`config.mk`:
```
export PLATFORM = sky130hd
export DESIGN_NAME = pio_led_panel_ctrl
export DESIGN_NICKNAME = d
export VERILOG_FILES = /design/src/rtl/pio_led_panel_pkg.sv /design/src/rtl/led_blink_timer.sv /design/src/rtl/pio_led_panel_ctrl.sv
export SDC_FILE = /design/constraint.sdc
export NUM_CORES = 1
export LEC_CHECK = 0
export ABC_AREA = 1
export ABC_CLOCK_PERIOD_IN_PS = 5400
export CORE_MARGIN = 2
export CORE_UTILIZATION = 45
export CTS_CLUSTER_DIAMETER = 80
export DETAILED_ROUTE_END_ITERATION = 10
export PLACE_DENSITY_LB_ADDON = 0.12
export SLEW_MARGIN = 10
export SYNTH_ARGS = -nofsm -noshare
export SYNTH_HDL_FRONTEND = slang
export SYNTH_SLANG_ARGS = --single-unit
export TNS_END_PERCENT = 30
```
`constraint.sdc`:
```
create_clock -name clk -period 5.4 [get_ports clk]
set_input_delay 1.08 -clock clk [delete_from_list [all_inputs] [get_ports clk]]
set_output_delay 1.08 -clock clk [all_outputs]
set_load 0.01 [all_outputs]
```
`src/rtl/pio_led_panel_pkg.sv`:
```
// Shared register map for the LED panel controller and its blink timer.
package pio_led_panel_pkg;

    localparam int ADDR_W = 3;

    localparam logic [ADDR_W-1:0] ADDR_DATA     = 3'd0;
    localparam logic [ADDR_W-1:0] ADDR_BLINK_EN = 3'd1;
    localparam logic [ADDR_W-1:0] ADDR_SET      = 3'd2;
    localparam logic [ADDR_W-1:0] ADDR_CLEAR    = 3'd3;
    localparam logic [ADDR_W-1:0] ADDR_TOGGLE   = 3'd4;
    localparam logic [ADDR_W-1:0] ADDR_PERIOD   = 3'd5;
    localparam logic [ADDR_W-1:0] ADDR_STATUS   = 3'd6;

endpackage

```
`src/rtl/led_blink_timer.sv`:
```
// Free-running half-period timer producing the shared blink phase.
module led_blink_timer #(
    parameter int PERIOD_W = 24
) (
    input  logic                clk,
    input  logic                reset_n,
    input  logic [PERIOD_W-1:0] period,
    input  logic                restart,
    output logic                phase
);

    logic [PERIOD_W-1:0] cnt_q, cnt_d;
    logic                phase_q, phase_d;
    logic [PERIOD_W-1:0] limit;
    logic                wrap;

    // A zero period is treated as one, so the phase flips every cycle.
    assign limit = (period == '0) ? '0 : period - 1'b1;
    assign wrap  = (cnt_q >= limit);

    always_comb begin
        cnt_d   = cnt_q + 1'b1;
        phase_d = phase_q;
        if (restart) begin
            cnt_d   = '0;
            phase_d = 1'b1;
        end else if (wrap) begin
            cnt_d   = '0;
            phase_d = ~phase_q;
        end
    end

    always_ff @(posedge clk or negedge reset_n) begin
        if (!reset_n) begin
            cnt_q   <= '0;
            phase_q <= 1'b1;
        end else begin
            cnt_q   <= cnt_d;
            phase_q <= phase_d;
        end
    end

    assign phase = phase_q;

endmodule

```
`src/rtl/pio_led_panel_ctrl.sv`:
```
// Avalon-MM LED panel controller: writable data, atomic set/clear/toggle,
// per-bit blinking and full readback.
module pio_led_panel_ctrl
    import pio_led_panel_pkg::*;
#(
    parameter int                  WIDTH          = 21,
    parameter logic [WIDTH-1:0]    RESET_VALUE    = 21'h10000,
    parameter int                  PERIOD_W       = 24,
    parameter logic [PERIOD_W-1:0] DEFAULT_PERIOD = 24'd5_000_000
) (
    input  logic              clk,
    input  logic              reset_n,
    input  logic [ADDR_W-1:0] address,
    input  logic              chipselect,
    input  logic              write_n,
    input  logic [31:0]       writedata,
    output logic [31:0]       readdata,
    output logic [WIDTH-1:0]  out_port
);

    logic                wr;
    logic [WIDTH-1:0]    wdata;
    logic [WIDTH-1:0]    data_q, data_d;
    logic [WIDTH-1:0]    blink_en_q, blink_en_d;
    logic [PERIOD_W-1:0] period_q, period_d;
    logic                period_wr;
    logic                phase;

    assign wr    = chipselect & ~write_n;
    assign wdata = writedata[WIDTH-1:0];

    always_comb begin
        data_d     = data_q;
        blink_en_d = blink_en_q;
        period_d   = period_q;
        period_wr  = 1'b0;
        if (wr) begin
            case (address)
                ADDR_DATA:     data_d     = wdata;
                ADDR_BLINK_EN: blink_en_d = wdata;
                ADDR_SET:      data_d     = data_q | wdata;
                ADDR_CLEAR:    data_d     = data_q & ~wdata;
                ADDR_TOGGLE:   data_d     = data_q ^ wdata;
                ADDR_PERIOD: begin
                    period_d  = writedata[PERIOD_W-1:0];
                    period_wr = 1'b1;
                end
                default: ;
            endcase
        end
    end

    always_ff @(posedge clk or negedge reset_n) begin
        if (!reset_n) begin
            data_q     <= RESET_VALUE;
            blink_en_q <= '0;
            period_q   <= DEFAULT_PERIOD;
        end else begin
            data_q     <= data_d;
            blink_en_q <= blink_en_d;
            period_q   <= period_d;
        end
    end

    // Restart is taken from the write strobe so the new period starts with LEDs on.
    led_blink_timer #(
        .PERIOD_W (PERIOD_W)
    ) u_timer (
        .clk     (clk),
        .reset_n (reset_n),
        .period  (period_q),
        .restart (period_wr),
        .phase   (phase)
    );

    always_comb begin
        readdata = '0;
        case (address)
            ADDR_DATA,
            ADDR_SET,
            ADDR_CLEAR,
            ADDR_TOGGLE:   readdata[WIDTH-1:0]    = data_q;
            ADDR_BLINK_EN: readdata[WIDTH-1:0]    = blink_en_q;
            ADDR_PERIOD:   readdata[PERIOD_W-1:0] = period_q;
            ADDR_STATUS:   readdata[0]            = phase;
            default: ;
        endcase
    end

    assign out_port = data_q & (~blink_en_q | {WIDTH{phase}});

endmodule
```
==> implementation parameters <==
Parameter                              Value

Status
  Outcome ... finished, final reports clean

Critical path
  Element type at the critical path end ... output pin
  R2R Path Start ... period_q[0]
  Timing endpoint of the critical path ... readdata[0]
  Worst Path Arrival ... ~3.5 ns
  Critical path cell sequence ... clkdlybuf4s50_1 > inv_2 > nand2_2 > nand2_1 > o21ai_0 > a21oi_1 > o21ai_0 > clkdlybuf4s50_1
  R2R cell count ... 16
  Critical Path Slowest Stage Cell ... clkdlybuf4s50_1
  R2R Path End ... u_timer.cnt_q[5]
  Critical path start-end classification ... in2out
  Launch point of the worst path ... address[1]
  Critical Path Start Type ... input pin
  Slowest cell delay on critical path ... 0.59 ns
  Required time of the worst setup path ... between 4 and 5 ns
  Reg2Reg Setup Slack ... about 2.1 ns
  Biggest fanout along the worst timing path ... 21

GRT
  Antenna violations before repair ... 0
  Most utilized layer in the global route result ... met2
  GR met3 Demand/Resource ... approximately 4%
  Grt total ovfl ... 0
  Total Routing Usage GR ... between 20% and 30%
  Pin count of the biggest net entering global routing ... 64
  Met1 usage ... a little under a third
  Via count of the first global-routing pass ... between 5,000 and 6,000
  Met2 GRT Util ... between 30% and 40%
  First-pass GRT wire length ... 29,260 µm

Placed design
  Sum of net half-perimeters after detailed placement ... roughly 13,000 µm
  Number of buffer cells added on primary ports ... 75
  Weighted congestion reported at the end of routability-driven placement ... between 0.8 and 0.9

Power and ir drop
  Power per standard cell area ... roughly 330 mW/mm²
  Total power after layout ... between 2 and 3 mW
  Peak supply drop ... about 190 µV
  Reported leakage power ... 3.814 nW

STA
  Measured slew at the worst slew-check pin ... roughly 1.1 ns
  Final sum of negative setup slack ... 0 ns
  Fin crit period ... between 4 and 5 ns
  Slew HR ... about a quarter
  Max-slew violation total from the final report ... 0
  Final clock skew ... a little under 0.008 ns
  Final hold viol count ... 0
  Post-route clock period utilization ... 83.82%
  Max frequency ... around 0.22 GHz
  Setup repair after global routing missed its margin ... false
  Final setup violation count ... 0

Logic synthesis
  Main synth FF type ... dfrtp_1
  Sequential cell area fraction in the yosys report ... 34.37%
  Fraction of registers with async set/reset ... 100.0%
  Number of synthesis warnings ... 0
  Area fraction of the dominant cell type after synthesis ... approximately 30%
  Leading cell types by total area after synthesis ... dfrtp_1 (30%), nand2_1 (13%), ha_1 (13%), inv_1 (6.5%), nor2_1 (6.1%)
  Count of mapped cells out of synthesis ... between 900 and 1,000
  Average footprint of a synthesized cell ... 7.170 µm²
  Synthesis-stage register bit count ... roughly 90
  Post-synth cell types ... 32
  Number of synthesized flops with an enable pin ... 0
  Post-synthesis instance area ... roughly 0.0067 mm²
  Largest area contributor in the netlist ... dfrtp_1

Die
  Die Wd ... 125.7 µm
  Overall die height ... between 100 and 150 µm
  CORE AREA ... between 0.01 and 0.015 mm²
  Overall die area ... roughly 0.016 mm²
  I/O Pins ... 92
  Count of standard-cell rows ... 44
  Initial core utilization ... roughly 46%

Detailed routing
  DRC viols ... 0
  Per-cell via count in the routed design ... approximately 5.2
  Iteration-0 DRC Markers ... about 330
  WL final ... between 15,000 and 20,000 µm
  WL/cell ... 15.01 µm
  Detailed-router iteration count before antenna repair ... 5
  Via count ... 6,142
  Detail Route Antenna Nets ... 0

Cells and area
  Fraction of final layout cells sized beyond drive strength 1 ... under 10%
  Post-layout net count ... between 1,000 and 1,500
  Antenna diodes ... 0
  Layout area overhead ... 17.62%

CTS
  Hold-fix buffers at CTS ... 0
  Number of buffers added by the clock tree synthesis step ... 9
  Maximum level of the CTS H-tree ... 3
  Clock sinks ... slightly above 90
  TritonCTS clock tree ... done
  Number of setup buffers added after CTS ... 0
  CTS clk-pin slew, worst paths ... about 0.070 ns
  Clock network latency to the later pin of the worst-skew pair ... approximately 0.35 ns
  Cell chosen for the clock root ... clkbuf_16
  Post-cts gate resize count ... 0
  Max Root-Sink Buffers ... 2

Flow run
  Maximum capacitance violations ... 0

Hold path
  Path category of the worst min-delay check ... reg2reg
## placed cells by master (no fill, tap or decap), types with 2 or more instances in the layout
cell type          n
a21o_1             2
a21oi_1           51
buf_4              8
clkbuf_16          9
clkdlybuf4s50_1   74
clkinvlp_4         3
conb_1             8
dfrtp_1           81
dfstp_2           10
ha_1              69
inv_1            116
inv_2              2
nand2_1          234
nand3_1           42
nand3_2            2
nand4_1           13
nor2_1           109
nor2_2             2
nor3_1            10
nor4_1             2
o211ai_1          23
o21ai_0           76
o21bai_1           2
o221ai_1          18
xnor2_1            6
xor2_1            11
## sequential cells by signal (all words and copies together) (netlist names)
signal	count
period_q	24
blink_en_q	21
u_timer.phase	1
data_q	21
u_timer.cnt_q	24
## critical path: cells and delay by family
family	cells	cell delay, ns
buf+inv	3	1.22
compound gates	3	0.52
simple gates	2	0.62
## where the power goes
| part | total [mW] | internal (mW) | switching, mW |
|---|---|---|---|
| combinational | 0.958 | 0.406 | 0.552 |
| sequential | 0.953 | 0.824 | 0.128 |
| clock | 0.656 | 0.373 | 0.282 |
| total | 2.57 | 1.60 | 0.963 |
## Yosys cell counts, types with 11 or more instances
cell / number
nor2_1: 109
clkbuf_1: 26
dfrtp_1: 81
o221ai_1: 18
xor2_1: 11
nand3_1: 42
nand2_1: 234
o211ai_1: 23
inv_1: 116
o21ai_0: 76
ha_1: 69
a21oi_1: 51
nand4_1: 13
## how the worst min path moves through the flow
stage | from | to | cells past startpoint | slack, ns
5_1_grt | u_timer.cnt_q[0] | u_timer.cnt_q[0] | 1 | 0.52
2_1_floorplan | period_q[0] | period_q[0] | 2 | 0.45
3_5_place_dp | period_q[0] | period_q[0] | 2 | 0.47
4_1_cts | period_q[0] | period_q[0] | 2 | 0.49
6_report | period_q[1] | period_q[1] | 2 | 0.49
3_3_place_gp | period_q[0] | period_q[0] | 2 | 0.46
## kinds of logic after synthesis
kind of cell / Yosys count / share of synthesized area, %
xor gates and xnor gates: 17 / 2.235
adders and majority gates: 69 / 12.96
other: 1 / 0.05629
AOI/OAI and AO/OA: 172 / 14.95
and+or+nand+nor: 421 / 25.96
DFF: 91 / 34.37
buffers and inverters: 158 / 9.467
## metal layers
layer  wire length, µm  up-vias  part of all wire (%)
li1                  -     3139                     -
met1              8425     2859                    48
met2              8261      124                    47
met3               697       20                   3.9
met4               301        0                   1.7
met5                 0        -                     0
## metrics by stage
stage          hold WS [ns]  instances  setup slack (ns)  utilization [%]  cell area (µm²)
2_1_floorplan        0.4530        936             2.388                -             6688
3_3_place_gp         0.4648       1162            0.8951            52.01             7531
4_1_cts              0.4913       1178            0.9168            54.11             7835
6_report             0.4872       1178            0.8739            54.11             7835
5_1_grt              0.5162       1178            0.7661            54.11             7835
3_5_place_dp         0.4729       1162            0.9300            52.01             7531
## layout make-up
| cell class | count | area [µm²] |
|---|---|---|
| fillers | 1417 | 6644 |
| inverters | 118 | 442.9 |
| well taps | 184 | 230.2 |
| clock inverters | 5 | 61.31 |
| flip-flops and latches | 91 | 2290 |
| clock buffers | 11 | 242.7 |
| repair buffers | 82 | 800.8 |
| multi-input cells | 687 | 3767 |
Power figures use the tool's default switching activity.
